## config.mk

```make
export PLATFORM = sky130hd
export DESIGN_NAME = inject_port
export DESIGN_NICKNAME = d
export VERILOG_FILES = /design/src/rtl/inject_port.sv
export SDC_FILE = /design/constraint.sdc
export NUM_CORES = 1
export LEC_CHECK = 0
export ABC_AREA = 1
export CORE_ASPECT_RATIO = 2
export CORE_MARGIN = 10
export CORE_UTILIZATION = 40
export CTS_CLUSTER_DIAMETER = 40
export DETAILED_ROUTE_END_ITERATION = 6
export PLACE_DENSITY = 0.69
export SKIP_CTS_REPAIR_TIMING = 1
export SLEW_MARGIN = 20
export SYNTH_ARGS = -nofsm -noshare
export SYNTH_HDL_FRONTEND = slang
export SYNTH_SLANG_ARGS = --single-unit
```

## constraint.sdc

```tcl
create_clock -name clk -period 4.78 [get_ports clk]
set_clock_uncertainty 0.2 [all_clocks]
set_input_delay 0.956 -clock clk [delete_from_list [all_inputs] [get_ports clk]]
set_output_delay 0.956 -clock clk [all_outputs]
set_load 0.02 [all_outputs]
```

## src/rtl/inject_port.sv

```systemverilog
// Host-side collective injection stage: request FIFO, credit-gated flit issue, per-node sequence stamping.
// Optional macro INJECT_PARITY_EN enables even parity in flit bit [54] (otherwise bit [54] is tied to 0).
module inject_port #(
  parameter int unsigned DEPTH   = 8,
  parameter int unsigned CREDITS = 4,
  parameter logic [8:0]  NODE_ID = 9'd0
) (
  input  logic                    clk,
  input  logic                    rst,
  input  logic                    req_valid,
  output logic                    req_ready,
  input  logic [3:0]              req_op,
  input  logic [7:0]              req_comm,
  input  logic [31:0]             req_payload,
  input  logic                    credit_ret,
  output logic [84:0]             in_xpos_inject,
  output logic [$clog2(DEPTH):0]  fifo_level,
  output logic [3:0]              credits,
  output logic                    credit_err
);

  localparam int unsigned PTR_W  = $clog2(DEPTH);
  localparam int unsigned LVL_W  = PTR_W + 1;
  localparam int unsigned FLIT_W = 85;

  typedef struct packed {
    logic [3:0]  op;
    logic [7:0]  comm;
    logic [31:0] payload;
  } req_t;

  typedef enum logic [1:0] {IDLE, SEND, STALL} state_e;

  req_t              mem [DEPTH];
  req_t              head;

  state_e            state_q, state_d;
  logic [PTR_W-1:0]  wr_ptr_q, wr_ptr_d;
  logic [PTR_W-1:0]  rd_ptr_q, rd_ptr_d;
  logic [LVL_W-1:0]  level_q, level_d;
  logic [3:0]        credits_q, credits_d;
  logic [7:0]        seq_q, seq_d;
  logic              err_q, err_d;
  logic [FLIT_W-1:0] flit_q, flit_d;

  logic push, pop, has_data, has_cred;

  // Issue decision is taken purely from registered level and credits.
  always_comb begin
    req_ready = (level_q != LVL_W'(DEPTH));
    has_data  = (level_q != '0);
    has_cred  = (credits_q != '0);
    push      = req_valid && req_ready;
    pop       = has_data && has_cred;
    head      = mem[rd_ptr_q];

    wr_ptr_d  = push ? (wr_ptr_q + PTR_W'(1)) : wr_ptr_q;
    rd_ptr_d  = pop  ? (rd_ptr_q + PTR_W'(1)) : rd_ptr_q;
    seq_d     = pop  ? (seq_q + 8'd1)         : seq_q;

    level_d = level_q;
    case ({push, pop})
      2'b10:   level_d = level_q + LVL_W'(1);
      2'b01:   level_d = level_q - LVL_W'(1);
      default: level_d = level_q;
    endcase

    credits_d = credits_q;
    err_d     = err_q;
    if (pop && !credit_ret) begin
      credits_d = credits_q - 4'd1;
    end else if (credit_ret && !pop) begin
      if (credits_q == 4'(CREDITS)) begin
        err_d = 1'b1;
      end else begin
        credits_d = credits_q + 4'd1;
      end
    end

    if (pop) begin
      state_d = SEND;
    end else if (has_data) begin
      state_d = STALL;
    end else begin
      state_d = IDLE;
    end

    flit_d = flit_q;
    if (pop) begin
      flit_d         = '0;
      flit_d[84]     = 1'b1;
      flit_d[83:80]  = head.op;
      flit_d[79:72]  = head.comm;
      flit_d[71:63]  = NODE_ID;
      flit_d[62:55]  = seq_q;
      flit_d[31:0]   = head.payload;
`ifdef INJECT_PARITY_EN
      flit_d[54]     = ^{flit_d[83:55], flit_d[53:0]};
`else
      flit_d[54]     = 1'b0;
`endif
    end
  end

  // Storage needs no reset: occupancy is defined by the pointers and level.
  always_ff @(posedge clk) begin
    if (push) begin
      mem[wr_ptr_q] <= '{op: req_op, comm: req_comm, payload: req_payload};
    end
  end

  always_ff @(posedge clk or posedge rst) begin
    if (rst) begin
      state_q   <= IDLE;
      wr_ptr_q  <= '0;
      rd_ptr_q  <= '0;
      level_q   <= '0;
      credits_q <= 4'(CREDITS);
      seq_q     <= '0;
      err_q     <= 1'b0;
      flit_q    <= '0;
    end else begin
      state_q   <= state_d;
      wr_ptr_q  <= wr_ptr_d;
      rd_ptr_q  <= rd_ptr_d;
      level_q   <= level_d;
      credits_q <= credits_d;
      seq_q     <= seq_d;
      err_q     <= err_d;
      flit_q    <= flit_d;
    end
  end

  // Flit register only loads on a pop; SEND marks the single cycle it is presented.
  assign in_xpos_inject = (state_q == SEND) ? flit_q : '0;
  assign fifo_level     = level_q;
  assign credits        = credits_q;
  assign credit_err     = err_q;

endmodule
```

# Word-level counts from Yosys, hierarchy flattened
# Memory sizes are Yosys's and may differ from the RTL's. A register that Yosys moved wholly into a read port is not among the register bits.
# Index checks and enable logic that the tools add are counted.
# word_totals
register_bits	78
ramBits	352
input_bits	48
out_inout_bits	95
wordCells	44
n_memories	1
# memory_table
name	depth	word_bits	rd	rd_clocked_by_memory_dff	write_ports	line	source
mem	8	44	1	1	1	34	req_t mem [DEPTH];
# op_classes
add_sub_neg	7
eq_ne	6
n_mux	9
bitwise	1
n_reduce_logical	12
# op_table
op	n
2-to-1 mux 85 bit	1
2-to-1 mux 4 bit	3
adder 4 x 1 -> 4 bit (second input constant)	2
adder 8 x 1 -> 8 bit (second input constant)	1
one-hot mux 4 bit (2 select lines)	1
nonzero test 4 bit	2
subtractor 4 x 1 -> 4 bit (second input constant)	2
adder 3 x 1 -> 3 bit (second input constant)	2
== test 2 x 1 -> 1 bit (second input constant)	2
== test 4 x 3 -> 1 bit (second input constant)	1
logical AND 1 bit	4
2-to-1 mux 2 bit	2
inequality test 4 bit (second input constant)	1
nonzero test 2 bit	2
AND reduction 3 bit	1
== test 2 bit (second input constant)	1
logical NOT 1 bit	2
2-to-1 mux 1 bit	2
inequality test 2 bit (second input constant)	1
AND reduction 2 bit	1
inverter 1 bit	1

# Logic depth before layout (Yosys ltp)
# depth
word_depth	6
mapped_depth	13
depth_no_buf	11

# Least setup slack after synthesis
# No wires, ideal clock.
# synth_timing
kind	input-to-reg
start	input req_valid
end	memory mem[0][0] (netlist name) (enable)
setup_ns	0.446
arrival_ns	3.166
required_ns	4.134
slack_ns	0.969
cell_stages	3
path_buffers	0
path_cell_list	nand2_2 or2_1 nor2_1
# synth_between
elab_chain_len	3
# synth_lines
item	line	source
start, declared	10	input logic req_valid,
logical AND 1 bit	53	push = req_valid && req_ready;
2-to-1 mux 1 bit	107	if (push) begin
2-to-1 mux 1 bit (not written as such)	108	mem[wr_ptr_q] <= '{op: req_op, comm: req_comm, payload: req_payload};
end, declared	34	
# No other way between the ends.

# Final worst setup path
# layout_timing
start	register state_q[0]
end	output in_xpos_inject[6]
# layout_between
elab_chain_len	2
# layout_lines
item	line	source
start, declared	37	state_e state_q, state_d;
start signal, assigned	123	state_q <= state_d;
== test 2 x 1 -> 1 bit	135	assign in_xpos_inject = (state_q == SEND) ? flit_q : '0;
2-to-1 mux 85 bit	135	
end, declared	16	output logic [84:0] in_xpos_inject,
# No other way between the ends.

==> impl_metrics.json <==
{
  "status": "finished, final reports clean",
  "maxCapViolations": 0,
  "fp.dieH_um": 314,
  "dr.pass1.iters": 7,
  "dp_hpwl_um": 23600,
  "groute.usage.overall_pct": 15.1,
  "p_sw_share_pct": 38.3,
  "antenna_found_initial": 5,
  "place_area_um2": 18700,
  "cts_tree": "built",
  "die_w_um": 167,
  "ir_drop_uv": 359,
  "routed_wl_um": 40600,
  "grt_start_max_net_pins": 145,
  "cp_slowest_cell": "clkdlybuf4s50_1",
  "post-place-cells": 1924,
  "cp-start-kind": "flip-flop",
  "seqPwrFrac_pct": 38.8,
  "crit-reg2reg-launch": "rd_ptr_q[0]",
  "ys_ff_latch": 430,
  "synth-warning-count": 0,
  "syn_area_um2": 17300,
  "insertion_delay_ns": 0.55,
  "crit_type": "reg -> out",
  "drc": 0,
  "grt_pass1_wl_um": 63300,
  "powerDensity_nw_per_um2": 676,
  "fin_nets": 1475,
  "drive_above_1_share_pct": 8.42,
  "max_slew_margin_pct": 31.2,
  "pwr-share-comb_pct": 39.1,
  "netlist_instances": 1333,
  "clk_pin_slew_ns": 0.06,
  "max_freq_mhz": 281,
  "die-area_um2": 52500,
  "first_global_vias": 11447,
  "ios": 143,
  "cts_root_buf": "clkbuf_16",
  "final_area_um2": 20000,
  "internal_power_mw": 8.33,
  "r2r_end": "flit_q[17]",
  "setup_viol": 0,
  "wire_per_inst_um": 20.4,
  "io_buffers": 110,
  "path_cells": "nand2_2 -> buf_4 -> nor2_1 -> clkdlybuf4s50_1",
  "slew_viol_final": 0,
  "whs_endpoint": "flit_q[84]",
  "core_um2": 42700,
  "start_util_pct": 40.5,
  "slowest_delay_ns": 0.57,
  "synthDistinctLibCells": 38,
  "power_leakage_nw": 7.03,
  "cts_buffers": 38,
  "finalCritPeriodShare_pct": 74.3,
  "reg2reg_slack_ns": 1.77,
  "p_clk_share_pct": 22.1,
  "totalPowerFinal_mw": 13.5,
  "cp.required_ns": 3.62,
  "stdcell_count": 1995,
  "cp-startpoint": "state_q[0]",
  "rsz0062_at_grt": "no",
  "numClockSinks": 430,
  "final_hold_viol_count": 0,
  "utilization_pct": 46.7,
  "place_congestion": 0.772,
  "holdPathStages": 2,
  "worst_pin_slew_ns": 1.03,
  "h-tree-depth": 2,
  "yosysSeqAreaShare_pct": 72.4,
  "grt-ovfl-total": 0,
  "crit_fanout": 42,
  "vias": 10711,
  "hold_path_class": "reg -> reg",
  "power_switching_mw": 5.17,
  "end_kind": "output pin",
  "period_minus_slack_ns": 3.55,
  "drt_iter0_markers": 882,
  "crit_arrival_ns": 2.40,
  "areaGrowthSynthToFinish_pct": 15.4,
  "viasPerCell": 5.37,
  "reg2reg_depth": 5,
  "tns_ns": 0,
  "rows": 107,
  "syn_area_per_cell_um2": 13.0,
  "hp-start": "flit_q[84]",
  "ant_nets": 0,
  "clk_path_buf_depth": 3
}
## cells by family after synthesis
group	share of synthesized area, %
other	0.0217
xor gates and xnor gates	0.860
and+or+nand+nor	8.14
DFF	72.4
adders and majority gates	0.506
AOI/OAI and AO/OA	12.2
buffers and inverters	5.95
## placed cells by master (no fill, tap or decap), drive strengths merged
cell type,count
diode,1
conb,32
clkinv,9
nand3,44
nor4,2
nand2,48
o21bai,2
o21ai,235
o22ai,8
o211ai,9
dfrtp,77
nor2,248
clkdlybuf4s50,110
or2,1
clkbuf,55
bufinv,1
xnor2,3
xor2,14
inv,85
ha,7
a21o,1
buf,20
a21oi,3
dfstp,1
o221ai,80
edfxtp,352
nand4,2
## power groups by stage
stage                     sequential [mW]  clock [mW]  combinational, mW
after floorplan                      5.23           0               3.59
after global placement               5.28           0               5.19
after detailed placement             5.31           0               5.33
after CTS                            5.23        3.04               5.35
after global routing                 5.31        3.18               5.84
final                                5.23        2.99               5.27
## sequential cells by signal (all words and copies together), names as in the netlist
name / cells
mem: 352
flit_q: 53
seq_q: 8
credits: 4
fifo_level: 4
rd_ptr_q: 3
wr_ptr_q: 3
state_q: 2
credit_err: 1
## cell usage after synthesis
| master | instances | share of area [%] |
|---|---|---|
| o221ai_1 | 76 | 3.8 |
| inv_2 | 7 | 0.15 |
| o21ai_0 | 139 | 4.0 |
| nand2_1 | 43 | 0.93 |
| o211ai_2 | 9 | 0.65 |
| clkbuf_1 | 38 | 0.82 |
| or2_1 | 1 | 0.036 |
| edfxtp_1 | 352 | 61 |
| dfstp_2 | 1 | 0.15 |
| nor2_1 | 245 | 5.3 |
| a21oi_1 | 3 | 0.087 |
| nand3_1 | 42 | 1.2 |
| buf_2 | 24 | 0.69 |
| a21o_1 | 1 | 0.043 |
| o21bai_1 | 1 | 0.043 |
| buf_6 | 15 | 0.98 |
| ha_1 | 7 | 0.51 |
| buf_4 | 35 | 1.5 |
| xnor2_1 | 3 | 0.15 |
| nand2_2 | 5 | 0.18 |
| buf_1 | 1 | 0.022 |
| nand4_1 | 2 | 0.072 |
| nor4_1 | 1 | 0.036 |
| buf_12 | 1 | 0.12 |
| o22ai_1 | 8 | 0.29 |
| o21bai_2 | 1 | 0.065 |
| o221ai_2 | 4 | 0.35 |
| dfrtp_1 | 77 | 11 |
| nor2_4 | 2 | 0.13 |
| inv_1 | 72 | 1.6 |
| nand3_2 | 2 | 0.12 |
| inv_6 | 1 | 0.051 |
| nor2_2 | 1 | 0.036 |
| conb_1 | 1 | 0.022 |
| inv_4 | 1 | 0.036 |
| o21ai_1 | 96 | 2.8 |
| nor4_2 | 1 | 0.072 |
| xor2_1 | 14 | 0.71 |
## how the worst max path moves through the flow
stage,to,slack (ns),cells after the start
after floorplan,mem[0][0],0.97,3
after global placement,mem[6][21],1.26,5
after detailed placement,mem[6][23],1.22,5
after CTS,in_xpos_inject[8],1.12,4
after global routing,in_xpos_inject[8],1.07,4
final,in_xpos_inject[6],1.23,4
## stage by stage
stage	hold slack, ns	setup WS, ns
after floorplan	0.223	0.969
after CTS	0.256	1.12
after detailed placement	0.242	1.22
after global placement	0.241	1.26
final	0.257	1.23
after global routing	0.281	1.07
## final cells by class
type,instances,area [µm²]
Multi-Input combinational cell,739,3930
Sequential cell,430,12500
Clock inverter,14,131
Antenna cell,1,2.50
Inverter,81,314
Timing Repair Buffer,130,1300
Tap cell,545,682
Fill cell,3716,22700
Clock buffer,55,1080
## critical path: cells and delay by family, from the launching register on
family / cells / cell delay, ns
AND/OR/NAND/NOR: 2 / 0.38
buffers and inverters: 2 / 1.08
flip-flops: 1 / 0.38
## metal layers
layer / track usage, % / vias up / wire length, µm
met5: 0 / - / 32
met4: 6.81 / 4 / 1270
met3: 3.09 / 89 / 2440
met2: 28.3 / 332 / 22100
met1: 15.7 / 5349 / 14800
li1: - / 4937 / -
No activity file was read; power rests on OpenSTA's default activity.
